**src/rtl/keyin_pkg.sv**
```systemverilog
// Shared key codes, channel FSM encoding and a small width helper for the
// key debouncer/encoder.
package keyin_pkg;

   localparam int unsigned KEY_NONE  = 0;
   localparam int unsigned KEY_PAUSE = 1;
   localparam int unsigned KEY_UP    = 2;
   localparam int unsigned KEY_LEFT  = 3;
   localparam int unsigned KEY_DOWN  = 4;
   localparam int unsigned KEY_RIGHT = 5;

   typedef enum logic [1:0] {
      ST_RELEASED,
      ST_PRESS_CHK,
      ST_HELD,
      ST_REL_CHK
   } deb_state_e;

   function automatic int unsigned max3(input int unsigned a,
                                        input int unsigned b,
                                        input int unsigned c);
      int unsigned m;
      m = a;
      if (b > m) m = b;
      if (c > m) m = c;
      return m;
   endfunction

endpackage

```
**src/rtl/key_debounce_ch.sv**
```systemverilog
// One key channel: two-flop synchroniser, press/release debounce FSM and
// auto-repeat timer. All event outputs are registered one-cycle pulses.
module key_debounce_ch
   import keyin_pkg::*;
#(
   parameter int unsigned DEB_CYCLES    = 500000,
   parameter bit          ACTIVE_LOW    = 1'b1,
   parameter bit          REPEAT_EN     = 1'b1,
   parameter int unsigned REPEAT_DELAY  = 12500000,
   parameter int unsigned REPEAT_PERIOD = 5000000
) (
   input  logic clk_i,
   input  logic rst_i,
   input  logic key_raw_i,
   output logic level_o,
   output logic press_o,
   output logic release_o,
   output logic repeat_o
);

   localparam int unsigned CNT_W = $clog2(max3(DEB_CYCLES, REPEAT_DELAY, REPEAT_PERIOD));
   localparam logic [CNT_W-1:0] DEB_LAST = CNT_W'(DEB_CYCLES - 1);
   localparam logic [CNT_W-1:0] RD_LAST  = CNT_W'(REPEAT_DELAY - 1);
   localparam logic [CNT_W-1:0] RP_LAST  = CNT_W'(REPEAT_PERIOD - 1);
   localparam logic [CNT_W-1:0] ONE      = CNT_W'(1);

   logic             s1_q, s2_q, act;
   deb_state_e       state_q, state_d;
   logic [CNT_W-1:0] deb_q, deb_d, rep_q, rep_d;
   logic             first_q, first_d;
   logic             press_q, press_d, release_q, release_d, repeat_q, repeat_d;

   assign act = ACTIVE_LOW ? ~s2_q : s2_q;

   always_ff @(posedge clk_i) begin
      if (rst_i) begin
         s1_q      <= ACTIVE_LOW;
         s2_q      <= ACTIVE_LOW;
         state_q   <= ST_RELEASED;
         deb_q     <= '0;
         rep_q     <= '0;
         first_q   <= 1'b1;
         press_q   <= 1'b0;
         release_q <= 1'b0;
         repeat_q  <= 1'b0;
      end else begin
         s1_q      <= key_raw_i;
         s2_q      <= s1_q;
         state_q   <= state_d;
         deb_q     <= deb_d;
         rep_q     <= rep_d;
         first_q   <= first_d;
         press_q   <= press_d;
         release_q <= release_d;
         repeat_q  <= repeat_d;
      end
   end

   // first_q selects the initial delay vs. the steady repeat period.
   always_comb begin
      state_d   = state_q;
      deb_d     = deb_q;
      rep_d     = rep_q;
      first_d   = first_q;
      press_d   = 1'b0;
      release_d = 1'b0;
      repeat_d  = 1'b0;
      case (state_q)
         ST_RELEASED: begin
            if (act) begin
               state_d = ST_PRESS_CHK;
               deb_d   = ONE;
            end
         end
         ST_PRESS_CHK: begin
            if (!act) begin
               state_d = ST_RELEASED;
               deb_d   = '0;
            end else if (deb_q == DEB_LAST) begin
               state_d = ST_HELD;
               press_d = 1'b1;
               deb_d   = '0;
               rep_d   = '0;
               first_d = 1'b1;
            end else begin
               deb_d = deb_q + ONE;
            end
         end
         ST_HELD: begin
            if (!act) begin
               state_d = ST_REL_CHK;
               deb_d   = ONE;
            end else if (REPEAT_EN) begin
               if (rep_q == (first_q ? RD_LAST : RP_LAST)) begin
                  repeat_d = 1'b1;
                  rep_d    = '0;
                  first_d  = 1'b0;
               end else begin
                  rep_d = rep_q + ONE;
               end
            end
         end
         ST_REL_CHK: begin
            if (act) begin
               state_d = ST_HELD;
               deb_d   = '0;
            end else if (deb_q == DEB_LAST) begin
               state_d   = ST_RELEASED;
               release_d = 1'b1;
               deb_d     = '0;
               rep_d     = '0;
               first_d   = 1'b1;
            end else begin
               deb_d = deb_q + ONE;
            end
         end
         default: state_d = ST_RELEASED;
      endcase
   end

   assign level_o   = (state_q == ST_HELD) || (state_q == ST_REL_CHK);
   assign press_o   = press_q;
   assign release_o = release_q;
   assign repeat_o  = repeat_q;

endmodule

```
**src/rtl/key_debounce_enc.sv**
```systemverilog
// N independent debounced key channels plus a registered priority encoder
// that turns press/repeat events into a held key code and a strobe.
module key_debounce_enc
   import keyin_pkg::*;
#(
   parameter int unsigned        N_KEYS        = 5,
   parameter int unsigned        DEB_CYCLES    = 500000,
   parameter bit                 ACTIVE_LOW    = 1'b1,
   parameter logic [N_KEYS-1:0]  REPEAT_MASK   = 5'b11110,
   parameter int unsigned        REPEAT_DELAY  = 12500000,
   parameter int unsigned        REPEAT_PERIOD = 5000000,
   localparam int unsigned       CODE_W        = $clog2(N_KEYS + 1)
) (
   input  logic              clk,
   input  logic              rst,
   input  logic [N_KEYS-1:0] key_raw,
   output logic [N_KEYS-1:0] key_level,
   output logic [N_KEYS-1:0] key_press,
   output logic [N_KEYS-1:0] key_release,
   output logic [N_KEYS-1:0] key_repeat,
   output logic [CODE_W-1:0] key_code,
   output logic              key_strobe,
   output logic              key_any
);

   logic [N_KEYS-1:0] ev;
   logic [CODE_W-1:0] code_q, code_d;
   logic              strobe_q, strobe_d;

   for (genvar g = 0; g < N_KEYS; g++) begin : g_ch
      key_debounce_ch #(
         .DEB_CYCLES   (DEB_CYCLES),
         .ACTIVE_LOW   (ACTIVE_LOW),
         .REPEAT_EN    (REPEAT_MASK[g]),
         .REPEAT_DELAY (REPEAT_DELAY),
         .REPEAT_PERIOD(REPEAT_PERIOD)
      ) u_ch (
         .clk_i    (clk),
         .rst_i    (rst),
         .key_raw_i(key_raw[g]),
         .level_o  (key_level[g]),
         .press_o  (key_press[g]),
         .release_o(key_release[g]),
         .repeat_o (key_repeat[g])
      );
   end

   assign ev = key_press | key_repeat;

   // Ascending scan: the highest active channel overwrites lower ones.
   always_comb begin
      code_d   = code_q;
      strobe_d = 1'b0;
      for (int unsigned i = 0; i < N_KEYS; i++) begin
         if (ev[i]) begin
            code_d   = CODE_W'(i + 1);
            strobe_d = 1'b1;
         end
      end
   end

   always_ff @(posedge clk) begin
      if (rst) begin
         code_q   <= CODE_W'(KEY_NONE);
         strobe_q <= 1'b0;
      end else begin
         code_q   <= code_d;
         strobe_q <= strobe_d;
      end
   end

   assign key_code   = code_q;
   assign key_strobe = strobe_q;
   assign key_any    = |key_level;

endmodule
```
**config.mk**
```make
export PLATFORM = sky130hd
export DESIGN_NAME = key_debounce_enc
export DESIGN_NICKNAME = d
export VERILOG_FILES = /design/src/rtl/keyin_pkg.sv /design/src/rtl/key_debounce_ch.sv /design/src/rtl/key_debounce_enc.sv
export SDC_FILE = /design/constraint.sdc
export NUM_CORES = 1
export LEC_CHECK = 0
export BUFFER_PORTS_ARGS = -buffer_cell sky130_fd_sc_hd__buf_2
export CAP_MARGIN = 20
export CELL_PAD_IN_SITES_DETAIL_PLACEMENT = 1
export CELL_PAD_IN_SITES_GLOBAL_PLACEMENT = 1
export CORE_ASPECT_RATIO = 2
export CORE_MARGIN = 4
export CORE_UTILIZATION = 36
export CTS_CLUSTER_SIZE = 30
export DETAILED_ROUTE_END_ITERATION = 8
export MAX_ROUTING_LAYER = met4
export PLACE_DENSITY_LB_ADDON = 0.05
export SLEW_MARGIN = 15
export SYNTH_ARGS = -nofsm -noshare
export SYNTH_HDL_FRONTEND = slang
export SYNTH_SLANG_ARGS = --single-unit
```
**constraint.sdc**
```tcl
create_clock -name clk -period 3.2 [get_ports clk]
set_input_delay 0.48 -clock clk [delete_from_list [all_inputs] [get_ports clk]]
set_output_delay 0.48 -clock clk [all_outputs]
set_load 0.1 [all_outputs]
```
# Yosys cells after proc, flatten, opt, wreduce, memory -nomap -nowiden
# Cells that the tools add are included.
[totals]
regBits = 258
ramBits = 0
romBits = 0
latch_bits = 0
input_bits = 7
mem_count = 0
word_cells = 320
output_inout_bits = 25
[classes]
muxes = 136
n_div = 0
multipliers = 0
reduce_logical = 50
shifts = 0
eq_ne = 60
bitwise_logic = 20
n_lt_le_gt_ge = 0
addsub = 9
[op_table]
columns = ["cell", "count"]
rows = [
  ["$mux 24", 49],
  ["$pmux 24 s4", 5],
  ["$pmux 24 s3", 4],
  ["$add 24x1->24 const B", 9],
  ["$eq 24x19->1 const B", 5],
  ["$eq 24x24->1", 4],
  ["$mux 2", 30],
  ["$reduce_or 3->1", 15],
  ["$pmux 2 s4", 5],
  ["$reduce_and 4->1", 9],
  ["$mux 1", 34],
  ["$ne 2x1->1 const B", 13],
  ["$ne 2x2->1 const B", 13],
  ["$eq 2x2->1 const B", 10],
  ["$reduce_and 5->1", 4],
  ["$not 1->1", 19],
  ["$mux 3", 5],
  ["$ne 3x1->1 const B", 5],
  ["$ne 3x3->1 const B", 5],
  ["$reduce_bool 3->1", 5],
  ["$pmux 1 s3", 4],
  ["$eq 2x1->1 const B", 5],
  ["$logic_not 2->1", 5],
  ["$reduce_and 2->1", 5],
  ["other kinds (4)", 8],
]

# Depth between registers and ports, before layout
# Gate-level depths: netlist of the first run.
[depth]
depth_word = 6
depth_mapped = 11
ltp_nobuf = 7

# By module
# Synthesis of the first run repeated with hierarchy kept, for this count alone.
[unflattened]
hier_cells = 1629
hier_area_um2 = 13615.6
[modules_own_cells]
columns = ["module", "cells_each", "seq_area_each_um2", "n_inst", "area_per_inst_um2"]
rows = [
  ["key_debounce_ch (g_ch[2].u_ch ...)", 350, 1121.1, 2, 3000.4],
  ["key_debounce_ch (g_ch[1].u_ch)", 361, 1121.1, 1, 2947.8],
  ["key_debounce_ch (g_ch[4].u_ch)", 357, 1121.1, 1, 2930.3],
  ["key_debounce_ch (g_ch[0].u_ch)", 189, 600.6, 1, 1545.2],
  ["key_debounce_enc", 22, 80.1, 1, 191.4],
]

# Least setup slack after synthesis of the first run
# No wires, ideal clock.
[synth_path]
path_kind = "reg2reg"
start = "reg g_ch[1].u_ch.deb_q[0]"
end = "reg g_ch[1].u_ch.rep_q[22]"
t_arrival_ps = 2320
t_required_ps = 3130
period_less_slack_ps = 2390
setup_time_ps = 70
path_stages_with_launch = 9
slack_ps = 810
n_path_buf = 1
cell_sequence = "dfxtp_1 ha_1 and4_1 nand4_1 o41ai_2 buf_4 o211ai_2 or4_1 a21oi_1"
[synth_via]
elab_chain_len = 4
elab_cells_between_ends = 5
cone_classes = "1 x eq/ne; 4 x mux"
[synth_lines]
columns = ["item", "line", "text"]
rows = [
  ["start, declared", "key_debounce_ch.sv:29", "logic [CNT_W-1:0] deb_q, deb_d, rep_q, rep_d;"],
  ["start signal, assigned", "key_debounce_ch.sv:40", "deb_q <= '0;"],
  ["start signal, assigned", "key_debounce_ch.sv:50", "deb_q <= deb_d;"],
  ["$eq 24x19->1 (*)", "key_debounce_ch.sv:79, key_debounce_ch.sv:107", ""],
  ["$mux 24 (*)", "--", ""],
  ["$mux 24, on equally long branches", "--", ""],
  ["$pmux 24 s3 (*)", "--", ""],
  ["end signal, assigned", "key_debounce_ch.sv:51", "rep_q <= rep_d;"],
  ["end, declared", "key_debounce_ch.sv:29", ""],
]
# Mark *: on every way between the ends. The rest lies on a longest branch, timed or not. The select of a mux whose other input is x is not followed.
# A chain may end at the register's enable or synchronous reset.

# Final worst setup path of the first run
[layout_path]
start = "reg g_ch[1].u_ch.deb_q[0]"
end = "reg g_ch[1].u_ch.rep_q[23]"
# Same word-level chain as after synthesis.

==> out/summary.txt, run 1 <==
Max incr delay on CP: 0.55 ns
Most used DFF post-synth: dfxtp_1
Maxcap violations: 0
Worst VDD drop: 0.393 mV
Crit path cell chain: ha_1 -> and4_1 -> nand4_1 -> nor4_2 -> o21ai_1 -> or4_1 -> a21oi_1
Netlist cell types: 83
Syn nets: 1673
Total iterations of the first detailed-routing run: 4
Antenna-violating nets left: 0
Global Route Usage Sum: 19.9%
Power, Total: 6.93 mW
Pleak: 4.69 nW
Worst-Margin Slew: 0.971 ns
RSZ-0062 raised after global routing: false
Status: finished clean
Syn Area/Cell: 8.11 um^2
Clock Latency Late Sink: 0.56 ns
Max_slew headroom: 35.0%
Hold Vio Cnt, Final: 0
Gates resized, CTS repair: 0
Initial drt markers: 471
Sequential area share after synthesis: 38.5%
# DRC: 0
TritonCTS buffer count: 28
DPL Wire Length: 28.2 mm
Via count: 12500
Via density per instance: 5.90
Pwr dens: 466 nW/um^2
GRT overflow: 0
Initial cell density of the core: 36.6%
CTS Hold Bufs: 0
Gpl congestion: 0.787
Total number of cells along the worst setup path: 7
Min-Delay Path Depth: 2
RR Startpoint: g_ch[1].u_ch.deb_q[0]
Fin crit period: 2.84 ns
Root buf cell: clkbuf_16
Vias in the first global route: 13100
Core ar.: 36700 um^2
Most common cell after layout, fill and taps aside: dfxtp_1
Max FO, Critical Path: 11
Deepest clock path buffer count: 3
CTS tree: yes
Highest-count cells in the layout ignoring fill and taps: dfxtp_1 (258), nor2_1 (182), a21oi_1 (137), nand2_1 (133), o21ai_0 (95)
Global-route wire length before repair: 65.7 mm
Worst Path Buf+Inv: 0
Routed WL: 39.3 mm
Setup TNS: 0 ns
Area Overhead vs Synth: 10.6%
RR Endpoint: g_ch[1].u_ch.rep_q[23]
Fmax achieved: 0.352 GHz
Worst setup EP type: flop
Period utilization: 88.8%
Share of layout cells above drive strength 1: 10.4%
Final Setup Violations: 0
Clock Sinks: 258
H-tree depth: 1
HP Class: in -> reg
Reg2Reg Setup Slack: 0.36 ns
Crit Path Category: reg -> reg
Syn Inst Count: 1657
Mapped cell area: 13400 um^2
Die H: 281 um
Worst-path clk slew: 0.06 ns
Startpoint types: flop
Nets: 1651
Final core occ: 40.5%
Worst R2R Path Depth: 7
Critical path's slowest cell: or4_1
Pin count of the biggest net entering global routing: 65
Hold worst-path end: g_ch[2].u_ch.s1_q
Post-synthesis async set-or-reset flop share: 0%
Number of diodes: 0
Num ports: 32
Slew Limit Fails: 0
Initial antenna violation count: 1
Skew final: 0.0266 ns
Worst setup startpoint: g_ch[1].u_ch.deb_q[0]
Post-synth EDFFs: 0
Hold Path Origin: key_raw[2]
# rows: 99
Setup Buffers After CTS: 0
Seq cells post-synth: 258
Crit path arrival time: 3.33 ns
Die ar.: 40600 um^2
Ys Warns: 0
Die W: 145 um
Crit-path leading delay family: simple AND/OR/NAND/NOR gates
IO buf count: 30
Post-DR wirelength/cell: 18.6 um
Required time worst endpoint: 3.69 ns
[Yosys cell counts (9+ instances only)]
cell       instances  area [um^2]
clkbuf_1          81          304
a31oi_1           26          163
or3_1             27          169
and3_1            34          213
nor4b_1           14          123
nor3_1            42          210
o211ai_1          11         82.6
a311oi_1          46          403
nand3_1           67          335
inv_1             22         82.6
nor2_1           182          683
ha_1               9          113
and4_1            18          158
o31ai_1           10         75.1
a211oi_1          24          180
o2111ai_1         10         87.6
buf_2             12         60.1
nor4_1            31          194
a21oi_1          137          686
dfxtp_1          258         5160
xor2_1            34          298
xnor2_1           37          324
or2_2             18          113
nand2_1          133          499
nand3b_1          12         90.1
buf_4             26          195
o21ai_0           95          475
nand4_1           58          363
nor3b_1            9         67.6
or4_1             14          105
nand4b_1          19          166
and2_1            21          131
nor2b_1           12         75.1
[area by class of cell]
type / instances / area [um^2]
clock buffer: 44 / 882
clock inverter: 8 / 119
fill: 4419 / 21800
inverter: 24 / 90.1
multi-input combinational: 1252 / 7570
sequential: 258 / 5160
tap: 454 / 568
timing repair buffer: 71 / 460
[routing by layer]
layer	vias to the layer above	share of wire, %	GRT usage (%)
li1	6085	-	-
met1	6129	39	20.7
met2	166	54	37.8
met3	79	2.5	1.86
met4	0	3.6	7.40
met5	-	0	-
[through the flow]
stage	cell area (um^2)	hold slack (ns)	instances	worst slack, ns
after global placement	13900	0.391	2059	0.527
after CTS	14900	0.0822	2111	0.351
after floorplan	13400	0.389	1657	0.810
after detailed placement	13900	0.403	2059	0.400
after global routing	14900	0.0986	2111	0.101
final	14900	0.118	2111	0.358
[report_power, final]
part / total, mW / internal (mW) / switching [mW]
Clock: 3.51 / 2.13 / 1.38
Sequential: 3.24 / 3.22 / 0.0174
Combinational: 0.180 / 0.0448 / 0.135
[how the worst max path moves through the flow]
stage,to
2_1_floorplan,g_ch[1].u_ch.rep_q[22]
3_3_place_gp,g_ch[1].u_ch.rep_q[23]
3_5_place_dp,g_ch[1].u_ch.rep_q[23]
4_1_cts,g_ch[1].u_ch.rep_q[23]
5_1_grt,g_ch[1].u_ch.rep_q[23]
6_report,g_ch[1].u_ch.rep_q[23]
[kinds of logic (layout without fill, tap and decap cells)]
group	Yosys count	in the layout	share of synthesized area [%]
AOI/OAI and AO/OA	425	425	20.9
xor gates and xnor gates	71	71	4.63
adders and majority gates	9	9	0.838
buffers and inverters	147	147	5.21
DFF	258	258	38.5
muxes	1	1	0.0745
other	1	1	0.0279
and+or+nand+nor	745	745	29.9
[state kept, by name, indices dropped and copies added, names as in the netlist, named ones only]
register             flops
key_strobe               1
g_ch.u_ch.s1_q           5
g_ch.u_ch.state_q        5
g_ch.u_ch.rep_q         96
g_ch.u_ch.s2_q           5
g_ch.u_ch.first_q        4
g_ch.u_ch.repeat_o       4
key_code                 3
g_ch.u_ch.press_o        5
g_ch.u_ch.release_o      5
g_ch.u_ch.deb_q        120
No activity file was read; power rests on OpenSTA's default activity.
==> run 2: changes to the inputs <==
--- a/config.mk
+++ b/config.mk
@@ -9,14 +9,13 @@
 export CAP_MARGIN = 20
 export CELL_PAD_IN_SITES_DETAIL_PLACEMENT = 1
 export CELL_PAD_IN_SITES_GLOBAL_PLACEMENT = 1
-export CORE_ASPECT_RATIO = 2
+export CORE_ASPECT_RATIO = 1.2
 export CORE_MARGIN = 4
 export CORE_UTILIZATION = 36
 export CTS_CLUSTER_SIZE = 30
 export DETAILED_ROUTE_END_ITERATION = 8
 export MAX_ROUTING_LAYER = met4
 export PLACE_DENSITY_LB_ADDON = 0.05
-export SLEW_MARGIN = 15
 export SYNTH_ARGS = -nofsm -noshare
 export SYNTH_HDL_FRONTEND = slang
 export SYNTH_SLANG_ARGS = --single-unit
==> constraint.sdc (replaced) <==
create_clock -name clk -period 3.5 [get_ports clk]
set_input_delay 0.525 -clock clk [delete_from_list [all_inputs] [get_ports clk]]
set_output_delay 0.525 -clock clk [all_outputs]
set_load 0.1 [all_outputs]
==> run 2 against run 1 <==
  * Fmax is 0.70% higher
  * Utilization shrank 0.31 points
  * Die area shrank 0.43%
==> out/summary.txt, run 2 (synthesis results as in run 1) <==
Status: finished clean
RSZ-0062 raised after global routing: false
Fmax achieved: 0.354 GHz
Global-route wire length before repair: 63.7 mm
Hold Vio Cnt, Final: 0
Total iterations of the first detailed-routing run: 4
# rows: 77
Global Route Usage Sum: 19.0%
Area Overhead vs Synth: 10.5%
Initial antenna violation count: 0
Most common cell after layout, fill and taps aside: dfxtp_1
Setup TNS: 0 ns
Share of layout cells above drive strength 1: 9.88%
Clock Sinks: 258
Post-DR wirelength/cell: 17.8 um
TritonCTS buffer count: 31
Core ar.: 36900 um^2
Crit path arrival time: 3.31 ns
Clock Latency Late Sink: 0.58 ns
Vias in the first global route: 12300
Worst-Margin Slew: 0.998 ns
End point of the critical path: g_ch[2].u_ch.rep_q[15]
Nets: 1641
Antenna-violating nets left: 0
CTS Hold Bufs: 0
Max_slew headroom: 33.2%
Worst setup EP type: flop
Max reg flops: 120
Pwr dens: 437 nW/um^2
Biggest register: g_ch.u_ch.deb_q
Worst VDD drop: 0.349 mV
Die W: 184 um
Final Setup Violations: 0
Fillers: 4429
Die H: 220 um
Initial drt markers: 660
# DRC: 0
Gpl congestion: 0.767
Via count: 12300
RR Endpoint: g_ch[2].u_ch.rep_q[15]
Worst setup startpoint: g_ch[2].u_ch.deb_q[0]
Routed WL: 37.9 mm
Die ar.: 40500 um^2
Setup Buffers After CTS: 0
Worst R2R Path Depth: 8
Multi-input gate area: 7570 um^2
H-tree depth: 1
Pleak: 4.66 nW
Pin count of the biggest net entering global routing: 52
Deepest clock path buffer count: 3
DPL Wire Length: 25.6 mm
Num ports: 32
Top Registers: g_ch.u_ch.deb_q (120), g_ch.u_ch.rep_q (96)
Initial cell density of the core: 36.4%
Number of diodes: 0
Hold Path Origin: key_raw[4]
GRT overflow: 0
Via density per instance: 5.79
Startpoint types: flop
Skew final: 0.0116 ns
HP Class: in -> reg
Maxcap violations: 0
RR Startpoint: g_ch[2].u_ch.deb_q[0]
Highest-count cells in the layout ignoring fill and taps: dfxtp_1 (258), nor2_1 (182), a21oi_1 (137), nand2_1 (133), o21ai_0 (95)
Register Area: 5160 um^2
Fin crit period: 2.82 ns
IO buf count: 30
CTS tree: yes
Power, Total: 6.48 mW
Worst-path clk slew: 0.06 ns
Gates resized, CTS repair: 0
Reg2Reg Setup Slack: 0.68 ns
Root buf cell: clkbuf_16
Slew Limit Fails: 0
Required time worst endpoint: 3.99 ns
Max FO, Critical Path: 14
Crit Path Category: reg -> reg
Period utilization: 80.6%
run 2: critical path, stage by stage, from the launching register on:
cell	delay [ns]
dfxtp_1	0.38
ha_1	0.24
and4_1	0.37
nand4_1	0.22
a211oi_2	0.20
buf_4	0.22
o211ai_1	0.36
or4_1	0.59
a21oi_1	0.17
run 2: worst min-delay path by stage:
| stage | endpoint | depth (start not counted) |
|---|---|---|
| finish | g_ch[4].u_ch.s1_q | 2 |
| global route | g_ch[4].u_ch.s1_q | 2 |
| CTS | g_ch[4].u_ch.s1_q | 2 |
| detailed placement | g_ch[1].u_ch.s2_q | 1 |
| global placement | g_ch[1].u_ch.s2_q | 1 |
| floorplan | g_ch[0].u_ch.s2_q | 1 |
run 2: per-layer routing:
layer / track usage, % / up-vias / share of wire, %
li1: - / 6081 / -
met1: 24.2 / 6086 / 47
met2: 32.3 / 95 / 48
met3: 2.39 / 40 / 2.8
met4: 4.29 / 0 / 1.7
met5: - / - / 0
run 2: layout make-up:
| cell class | count | share of cell area [%] |
|---|---|---|
| clock buffers | 41 | 5.68 |
| clock inverters | 16 | 1.41 |
| inverters | 24 | 0.607 |
| multi-input cells | 1252 | 51.0 |
| flip-flops and latches | 258 | 34.8 |
| well taps | 474 | 4.00 |
| repair buffers | 58 | 2.45 |
run 2: report_power, final:
group / switching, mW / leakage (nW) / internal (mW) / total, mW
Sequential: 0.0175 / 2.08 / 2.95 / 2.97
Clock: 1.31 / 0.526 / 2.05 / 3.36
Combinational: 0.121 / 2.05 / 0.0389 / 0.160
run 2: metrics by stage:
step / std cells / setup slack [ns] / hold WS, ns / cell area (um^2) / utilization, %
final: 2123 / 0.677 / 0.131 / 14800 / 40.2
after global routing: 2123 / 0.418 / 0.103 / 14800 / 40.2
after CTS: 2123 / 0.629 / 0.0983 / 14800 / 40.2
after detailed placement: 2066 / 0.675 / 0.395 / 13800 / 37.4
after global placement: 2066 / 0.770 / 0.394 / 13800 / 37.4
after floorplan: 1657 / 1.11 / 0.389 / 13400 / -
